<file path="src/rtl/seq_pattern_detector_pkg.sv">
// rtl/seq_pattern_detector_pkg.sv - shared types and helpers for the sequence detector
package seq_pattern_detector_pkg;

  typedef enum logic {
    HUNT = 1'b0,
    HOLD = 1'b1
  } state_e;

  function automatic int len_width(input int depth);
    return $clog2(depth + 1);
  endfunction

  function automatic int clamp_len(input int len, input int depth);
    return (len > depth) ? depth : len;
  endfunction

endpackage

</file>
<file path="src/rtl/seq_history.sv">
// rtl/seq_history.sv - symbol history shift register, fill counter and pattern compare
// r_hist[0] holds the most recent accepted symbol; match_raw is combinational from sym_in.
module seq_history
  import seq_pattern_detector_pkg::*;
#(
  parameter  int SYM_W = 2,
  parameter  int DEPTH = 4,
  localparam int LEN_W = len_width(DEPTH),
  localparam int IDX_W = $clog2(DEPTH)
) (
  input  logic                   clk,
  input  logic                   reset,
  input  logic                   shift_en,
  input  logic                   clear,
  input  logic [SYM_W-1:0]       sym_in,
  input  logic [DEPTH*SYM_W-1:0] pattern,
  input  logic [LEN_W-1:0]       len,
  output logic                   match_raw,
  output logic [LEN_W-1:0]       fill
);

  logic [SYM_W-1:0] r_hist [DEPTH];
  logic [LEN_W-1:0] r_fill;
  logic [SYM_W-1:0] w_pat  [DEPTH];
  logic             w_hist_eq;
  logic             w_last_eq;

  always_comb begin
    for (int k = 0; k < DEPTH; k++) begin
      w_pat[k] = pattern[k*SYM_W +: SYM_W];
    end
  end

  // History slot j must equal pattern element len-2-j for the len-1 newest slots.
  always_comb begin
    w_hist_eq = 1'b1;
    for (int j = 0; j < DEPTH - 1; j++) begin
      if ((j + 1 < int'(len)) && (r_hist[j] != w_pat[IDX_W'(int'(len) - 2 - j)])) begin
        w_hist_eq = 1'b0;
      end
    end
  end

  assign w_last_eq = (len != '0) && (sym_in == w_pat[IDX_W'(int'(len) - 1)]);
  assign match_raw = w_last_eq && w_hist_eq && (int'(r_fill) + 1 >= int'(len));
  assign fill      = r_fill;

  always_ff @(posedge clk or posedge reset) begin
    if (reset) begin
      for (int j = 0; j < DEPTH; j++) begin
        r_hist[j] <= '0;
      end
      r_fill <= '0;
    end else begin
      if (shift_en) begin
        r_hist[0] <= sym_in;
        for (int j = 1; j < DEPTH; j++) begin
          r_hist[j] <= r_hist[j-1];
        end
      end
      if (clear) begin
        r_fill <= '0;
      end else if (shift_en && (r_fill != LEN_W'(DEPTH))) begin
        r_fill <= r_fill + LEN_W'(1);
      end
    end
  end

endmodule

</file>
<file path="src/rtl/seq_pattern_detector.sv">
// rtl/seq_pattern_detector.sv - runtime-configurable symbol sequence detector with hold and match count
module seq_pattern_detector
  import seq_pattern_detector_pkg::*;
#(
  parameter  int SYM_W = 2,
  parameter  int DEPTH = 4,
  parameter  int CNT_W = 8,
  localparam int LEN_W = len_width(DEPTH)
) (
  input  logic                   clk,
  input  logic                   reset,
  input  logic                   sample_en,
  input  logic [SYM_W-1:0]       sym_in,
  input  logic                   cfg_load,
  input  logic [DEPTH*SYM_W-1:0] cfg_pattern,
  input  logic [LEN_W-1:0]       cfg_len,
  input  logic                   cfg_overlap,
  input  logic                   cfg_hold_en,
  input  logic [SYM_W-1:0]       cfg_hold_sym,
  output logic                   match_pulse,
  output logic                   match_level,
  output logic [CNT_W-1:0]       match_count,
  output logic [LEN_W-1:0]       fill
);

  logic [DEPTH*SYM_W-1:0] r_pat;
  logic [LEN_W-1:0]       r_len;
  logic                   r_overlap;
  logic                   r_hold_en;
  logic [SYM_W-1:0]       r_hold_sym;
  state_e                 r_state;
  state_e                 w_next;
  logic                   r_pulse;
  logic [CNT_W-1:0]       r_count;
  logic                   w_accept;
  logic                   w_match_raw;
  logic                   w_match;
  logic                   w_hist_clr;

  // cfg_load wins over a coincident sample, which is dropped entirely.
  assign w_accept   = sample_en & ~cfg_load;
  assign w_match    = w_accept & w_match_raw;
  assign w_hist_clr = cfg_load | (w_match & ~r_overlap);

  always_ff @(posedge clk or posedge reset) begin
    if (reset) begin
      r_pat      <= '0;
      r_len      <= '0;
      r_overlap  <= 1'b0;
      r_hold_en  <= 1'b0;
      r_hold_sym <= '0;
    end else if (cfg_load) begin
      r_pat      <= cfg_pattern;
      r_len      <= LEN_W'(clamp_len(int'(cfg_len), DEPTH));
      r_overlap  <= cfg_overlap;
      r_hold_en  <= cfg_hold_en;
      r_hold_sym <= cfg_hold_sym;
    end
  end

  always_ff @(posedge clk or posedge reset) begin
    if (reset) begin
      r_state <= HUNT;
    end else begin
      r_state <= w_next;
    end
  end

  always_comb begin
    w_next = r_state;
    if (cfg_load) begin
      w_next = HUNT;
    end else if (w_accept) begin
      if (w_match_raw) begin
        w_next = HOLD;
      end else if ((r_state == HOLD) && r_hold_en && (sym_in == r_hold_sym)) begin
        w_next = HOLD;
      end else begin
        w_next = HUNT;
      end
    end
  end

  always_ff @(posedge clk or posedge reset) begin
    if (reset) begin
      r_pulse <= 1'b0;
      r_count <= '0;
    end else begin
      r_pulse <= w_match;
      if (cfg_load) begin
        r_count <= '0;
      end else if (w_match && (r_count != {CNT_W{1'b1}})) begin
        r_count <= r_count + CNT_W'(1);
      end
    end
  end

  seq_history #(
    .SYM_W (SYM_W),
    .DEPTH (DEPTH)
  ) u_history (
    .clk       (clk),
    .reset     (reset),
    .shift_en  (w_accept),
    .clear     (w_hist_clr),
    .sym_in    (sym_in),
    .pattern   (r_pat),
    .len       (r_len),
    .match_raw (w_match_raw),
    .fill      (fill)
  );

  assign match_pulse = r_pulse;
  assign match_level = (r_state == HOLD);
  assign match_count = r_count;

endmodule

</file>
<file path="config.mk">
export PLATFORM = sky130hd
export DESIGN_NAME = seq_pattern_detector
export DESIGN_NICKNAME = d
export VERILOG_FILES = /design/src/rtl/seq_pattern_detector_pkg.sv /design/src/rtl/seq_history.sv /design/src/rtl/seq_pattern_detector.sv
export SDC_FILE = /design/constraint.sdc
export NUM_CORES = 1
export LEC_CHECK = 0
export BUFFER_PORTS_ARGS = -buffer_cell sky130_fd_sc_hd__buf_4
export CORE_MARGIN = 5
export CORE_UTILIZATION = 45
export DETAILED_ROUTE_END_ITERATION = 7
export GPL_ROUTABILITY_DRIVEN = 0
export PLACE_DENSITY = 0.68
export SLEW_MARGIN = 30
export SYNTH_ARGS = -nofsm -noshare
export SYNTH_HDL_FRONTEND = slang
export SYNTH_HIERARCHICAL = 1
export SYNTH_SLANG_ARGS = --single-unit
</file>
<file path="constraint.sdc">
create_clock -name clk -period 3.6 [get_ports clk]
set_clock_uncertainty 0.15 [all_clocks]
set_input_delay 0.18 -clock clk [delete_from_list [all_inputs] [get_ports clk]]
set_output_delay 0.18 -clock clk [all_outputs]
set_load 0.02 [all_outputs]
</file>
After elaboration in Yosys (flattened, before gate mapping) --
Cells that the tools add are included.
Cells by class: muxes and demuxes 24, bitwise gates (word level) 10, order comparisons 9, equal/unequal tests 7, reductions and logical operators 14, $add $sub $neg 7
Operator list (number):
- 2-bit binary-select mux with 2-bit select | 4
- 2-bit 2-to-1 mux | 8
- 8-bit 2-to-1 mux | 2
- 2-bit by 3-bit greater-or-equal comparator with 1-bit output, second input constant | 4
- 1-bit logical AND | 10
- 3-bit 2-to-1 mux | 3
- 8-bit by 1-bit adder with 8-bit output, second input constant | 1
- 8-bit != test, second input constant | 1
- 2-bit inverter | 4
- 1-bit 2-to-1 mux | 7
- 2-bit by 3-bit less-than comparator with 1-bit output, first input constant | 2
- 2-bit != test | 3
- 2-bit nonzero test | 3
- 2-bit subtractor, second input constant | 3
- 3-bit by 1-bit adder with 4-bit output, second input constant | 1
- 2-bit equality test | 2
- 4-bit by 3-bit greater-or-equal comparator with 1-bit output | 1
- 3-bit by 1-bit adder with 3-bit output, second input constant | 1
- 1-bit AND | 3
- 3-bit greater-than comparator, second input constant | 1
- 1-bit by 3-bit less-than comparator with 1-bit output, first input constant | 1
- 3-bit != test, second input constant | 1
- 3-bit nonzero test | 1
- 1-bit inverter | 2
- other kinds (2) | 2
Word-level totals: bits of input ports 21, flip-flop bits (word level) 34, logic and storage cells 83, output and inout port bits 13

Longest topological paths before layout --
depth after elaboration 16, gate-level depth with buffers 11, depth with buffers taken out 11

Hierarchy --
The synthesis kept the hierarchy.
Modules (own cells, without submodules):
- seq_pattern_detector | area an instance 1101.1 um^2, cells each 95, times used 1
- seq_history | area an instance 817.0 um^2, cells each 67, times used 1

Worst setup path after synthesis --
Ideal clock, no wire load.
kind reg2reg, from register r_len[1], to register r_count[5] (netlist: match_count[5]), arrival 2.850 ns, setup slack 0.522 ns, path buffers 1, setup time 0.078 ns, required time 3.372 ns, stages on the path, launching flop included 12, cell sequence dfrtp_1 > clkbuf_1 > inv_1 > ha_1 > mux4_2 > xor2_1 > a221o_1 > nor4_2 > and4_4 > nand4_1 > or3_1 > a21oi_1
Between the ends: word-level cells in the longest chain between the ends 15, elaborated cells between the ends (all ways) 41, those cells by class add/sub: 4; order compare: 4; eq/ne: 4; mux: 15; bitwise: 5; reduce/logical: 9
RTL lines:
- start, declared | RTL line seq_pattern_detector.sv:27 | logic [LEN_W-1:0] r_len;
- start signal, assigned | RTL line seq_pattern_detector.sv:54 | r_len <= LEN_W'(clamp_len(int'(cfg_len), DEPTH));
- 2-bit subtractor | RTL line seq_history.sv:38 | if ((j + 1 < int'(len)) && (r_hist[j] != w_pat[IDX_W'(int'(len) - 2 - j)])) begin
- 2-bit subtractor / 2-bit inverter (equally long branches) | RTL line seq_history.sv:38
- 2-bit inverter (implied by the code) / 2-bit binary-select mux with 2-bit select (equally long branches) | RTL line seq_history.sv:38
- 2-bit binary-select mux with 2-bit select / 2-bit 2-to-1 mux (equally long branches) | RTL line seq_history.sv:38
- 2-bit 2-to-1 mux (implied by the code) | RTL line seq_history.sv:38
- 2-bit 2-to-1 mux (implied by the code) / 2-bit != test (equally long branches) | RTL line seq_history.sv:38
- 2-bit != test / 1-bit logical AND (equally long branches) | RTL line seq_history.sv:38
- 1-bit logical AND / 1-bit 2-to-1 mux (equally long branches) | RTL line seq_history.sv:38
- 1-bit 2-to-1 mux (2 in series) | RTL line seq_history.sv:38
- 1-bit logical AND | RTL line seq_history.sv:45 | assign match_raw = w_last_eq && w_hist_eq && (int'(r_fill) + 1 >= int'(len));
- 1-bit logical AND (*) | RTL line seq_history.sv:45
- named net w_match_raw | RTL line seq_pattern_detector.sv:36 | logic w_match_raw;
- 1-bit AND (*) | RTL line seq_pattern_detector.sv:42 | assign w_match = w_accept & w_match_raw;
- 1-bit logical AND (*) | RTL line seq_pattern_detector.sv:92 | end else if (w_match && (r_count != {CNT_W{1'b1}})) begin
- 2-bit nonzero test (no line) (*)
- end signal, assigned | RTL line seq_pattern_detector.sv:93 | r_count <= r_count + CNT_W'(1);
- end, declared | RTL line seq_pattern_detector.sv:34 | logic [CNT_W-1:0] r_count;
The timed path passes the listed nets; every way through them passes the cells marked *. The select of a mux whose other input is x is not followed. A chain may end at the register's enable or synchronous reset.

Final worst setup path --
Ends and elaborated chain as after synthesis.

==> metrics.md <==
| Metric | Value |
|---|---|
| Slowest CP cell | dfrtp_1 |
| Leak | 0.001105 uW |
| Synth unique cells | 34 |
| Ant diodes | 0 |
| DPL Wire Length | 2.873 mm |
| CP startpoint kind | flip-flop |
| Area contributors post-synth | dfrtp_1 (44%), mux2_2 (11%), mux4_1 (9.6%), ha_1 (4.6%), xor2_1 (3.7%) |
| Core area | 0.004058 sq mm |
| Fin util | 59.91% |
| Vias in the first global route | 1394 |
| Hold EP | r_len[0] |
| Arrival time worst endpoint | 3.30 ns |
| Type of the worst setup path | flip-flop to flip-flop |
| Non-filler cells, final | 262 |
| Postcts setup bufs | 0 |
| R2R setup slack | 0.36 ns |
| Max VDD drop | 264.1 uV |
| Worst-path fanout max | 8 |
| Syn Area/Cell | 11.84 sq um |
| Final TNS setup | 0 ns |
| Grt total ovfl | 0 |
| Drc violations | 0 |
| Final Cycle Share | 89.98% |
| Antenna-violating nets left | 0 |
| Hold buffer count at cts | 15 |
| Post-synth design cell area | 0.001918 sq mm |
| Detailed Route WL | 3.870 mm |
| CP bufs+invs | 1 |
| Slew headroom | 51.33% |
| Critical path cell sequence | inv_1, ha_1, mux4_2, xor2_1, a221o_1, nor4_2, and4_4, nand4_1, or3_1, a21oi_1 |
| Hold Crit Start | cfg_len[0] |
| Die span in x | 75.29 um |
| Pre-Repair DR Iteration Count | 4 |
| Post-CTS resize count | 0 |
| Pins Over Slew Limit | 0 |
| Largest net degree at the start of global routing | 30 |
| R2R cell count | 10 |
| Worst R2R Start | r_len[1] |
| Yosys reg bits | 34 |
| Worst slew pin tran | 0.7285 ns |
| Setup Viol. Count Final | 0 |
| Die Span Y | 75.29 um |
| Critical path's top delay family | simple AND/OR/NAND/NOR gates |
| Seq/Total Area, Yosys | 44.36% |
| Fill cell count | 354 |
| Via count | 1417 |
| DR iter-0 viols | 67 |
| Area occupied by registers | 850.8 sq um |
| IO Port Bufs | 33 |
| # IOs | 34 |
| Initial antenna violation count | 0 |
| Syn nets | 190 |
| Setup crit end kind | flip-flop |
| Layout cells sized above 1 | 29.25% |
| Fin area | 0.002431 sq mm |
| Critical path's largest stage delay | 0.51 ns |
| First-pass GRT wire length | 6.527 mm |
| CTS tree | done |
| Die Area | 0.005668 sq mm |
| Ys async rst share | 100.0% |
| Post-layout min period | 3.239 ns |
| Placed cells | 240 |
| Post-DP Area | 0.002205 sq mm |
| Max-cap viol count | 0 |
| Hold Crit Class | input pin to flip-flop |
| Req. time, crit path | 3.66 ns |
| Footprint of the multi-input gates | 991.0 sq um |
| Initial core utilization | 47.27% |
| Clk pin slew, worst setup/hold paths | 0.06 ns |
| Status | finished, final reports clean |
| Commonest cells in the netlist | dfrtp_1 (34), mux2_2 (19), nor2_1 (13), inv_1 (12), xor2_1 (8) |
| Post-synth EDFFs | 0 |
| H-tree Lvls | 2 |
| Overall Global Routing Usage | 15.53% |
| Worst hold path cell count | 3 |
| Yosys top cell area share | 44.36% |
| Clock latency on the worst-skew pair | 0.28 ns |
| Vias per cell | 5.408 |
| Hold Fails Final Rpt | 0 |
| Power per cell area | 370.9 mW/mm^2 |
| Fmax | 308.7 MHz |
| Cts bufs inserted | 5 |
| Ys Warns | 6 |
| Reg-to-reg endpoint | match_count[5] |
| Top_reg_cell synth | dfrtp_1 |
| CTS root buf | clkbuf_8 |
| Post-synthesis cell count | 162 |
| Max Root-Sink Buffers | 2 |
| Wire length per cell | 14.77 um |
| Unrepaired setup endpoints after global routing | no |
| P&R area growth vs syn | 26.74% |
| Count leader, synth | dfrtp_1 |
| Clk sinks | 34 |
| Standard-cell row count | 23 |
| Cell taking the most area after synthesis | dfrtp_1 |
| Fin nets | 240 |
[worst register-to-register path, cell delays in order, from the launching register on]
cell and delay [ns]:
dfrtp_1 0.51, inv_1 0.12, ha_1 0.37, mux4_2 0.33, xor2_1 0.15, a221o_1 0.27
nor4_2 0.40, and4_4 0.30, nand4_1 0.10, or3_1 0.32, a21oi_1 0.15
[flip-flops by register name (all words and copies together) (netlist names)]
signal,flops
match_count,8
r_pat,8
u_history/r_hist,6
r_len,3
u_history/fill,3
r_hold_sym,2
match_level,1
match_pulse,1
r_hold_en,1
r_overlap,1
[layout by cell type, fill, tap and decap left out]
cell type,count
dfrtp_1,34
a31oi_1,1
a211oi_1,1
o21bai_1,2
and4b_1,1
a21boi_0,2
ha_1,7
mux4_2,1
nor3_1,2
inv_1,11
nand2_1,7
mux2_2,19
o21ai_0,5
inv_2,1
o2111ai_1,1
and4_4,1
nor4_2,1
and3_1,1
nand4_1,3
nand3_1,3
clkbuf_1,2
buf_4,34
nor2b_1,2
dlygate4sd3_1,15
and2_1,1
o22ai_1,3
clkbuf_8,5
xnor2_1,5
mux4_1,7
a221o_1,1
xor2_1,8
a21oi_1,6
nor2_1,13
mux2i_1,4
a311oi_1,1
or3_1,1
[cell type report]
cell class | count | area share [%]
Clock buffer | 7 | 3.139
Inverter | 12 | 1.853
Multi-Input combinational cell | 110 | 40.76
Sequential cell | 34 | 35.00
Tap cell | 50 | 2.573
Timing Repair Buffer | 49 | 16.68
[where the power goes]
part	internal [uW]	switching (uW)	leakage, uW	total [uW]
sequential	417	34.9	0.000430	452
combinational	114	75.7	0.000637	189
clock	133	127	0.0000383	260
[metrics by stage]
step | hold slack (ns) | worst slack (ns) | total power [uW]
2_1_floorplan | -0.1421 | 0.5220 | 584.9
3_3_place_gp | 0.008797 | 0.5062 | 628.8
3_5_place_dp | 0.02958 | 0.3776 | 636.3
4_1_cts | 0.01098 | 0.3628 | 912.1
5_1_grt | 0.02501 | 0.1546 | 946.2
6_report | 0.02097 | 0.3607 | 901.6
[worst max path at each step]
stage / startpoint / to / slack (ns) / cells past startpoint
after CTS: r_len[1] / match_count[5] / 0.36 / 10
final: r_len[1] / match_count[5] / 0.36 / 10
after floorplan: r_len[1] / match_count[5] / 0.52 / 11
after global placement: r_len[1] / match_count[5] / 0.51 / 10
after detailed placement: r_len[1] / match_count[5] / 0.38 / 10
after global routing: r_len[1] / match_count[5] / 0.15 / 10
[logic make-up (layout without fill, tap and decap cells)]
kind of cell               Yosys count  after routing  share of synthesized area, %
xor gates and xnor gates            13             13                         5.936
muxes                               31             31                         24.01
buffers and inverters               18             68                         3.978
AOI/OAI and AO/OA                   23             23                         7.567
DFF                                 34             34                         44.36
adders and majority gates            7              7                         4.566
and+or+nand+nor                     36             36                         9.590
[routing by layer]
layer	vias to the layer above	GRT usage [%]	wire length (um)
li1	684	-	-
met1	704	20.32	1783
met2	23	24.83	1872
met3	6	4.806	167
met4	0	4.660	46
met5	-	0	0
No activity file was read; power rests on OpenSTA's default activity.
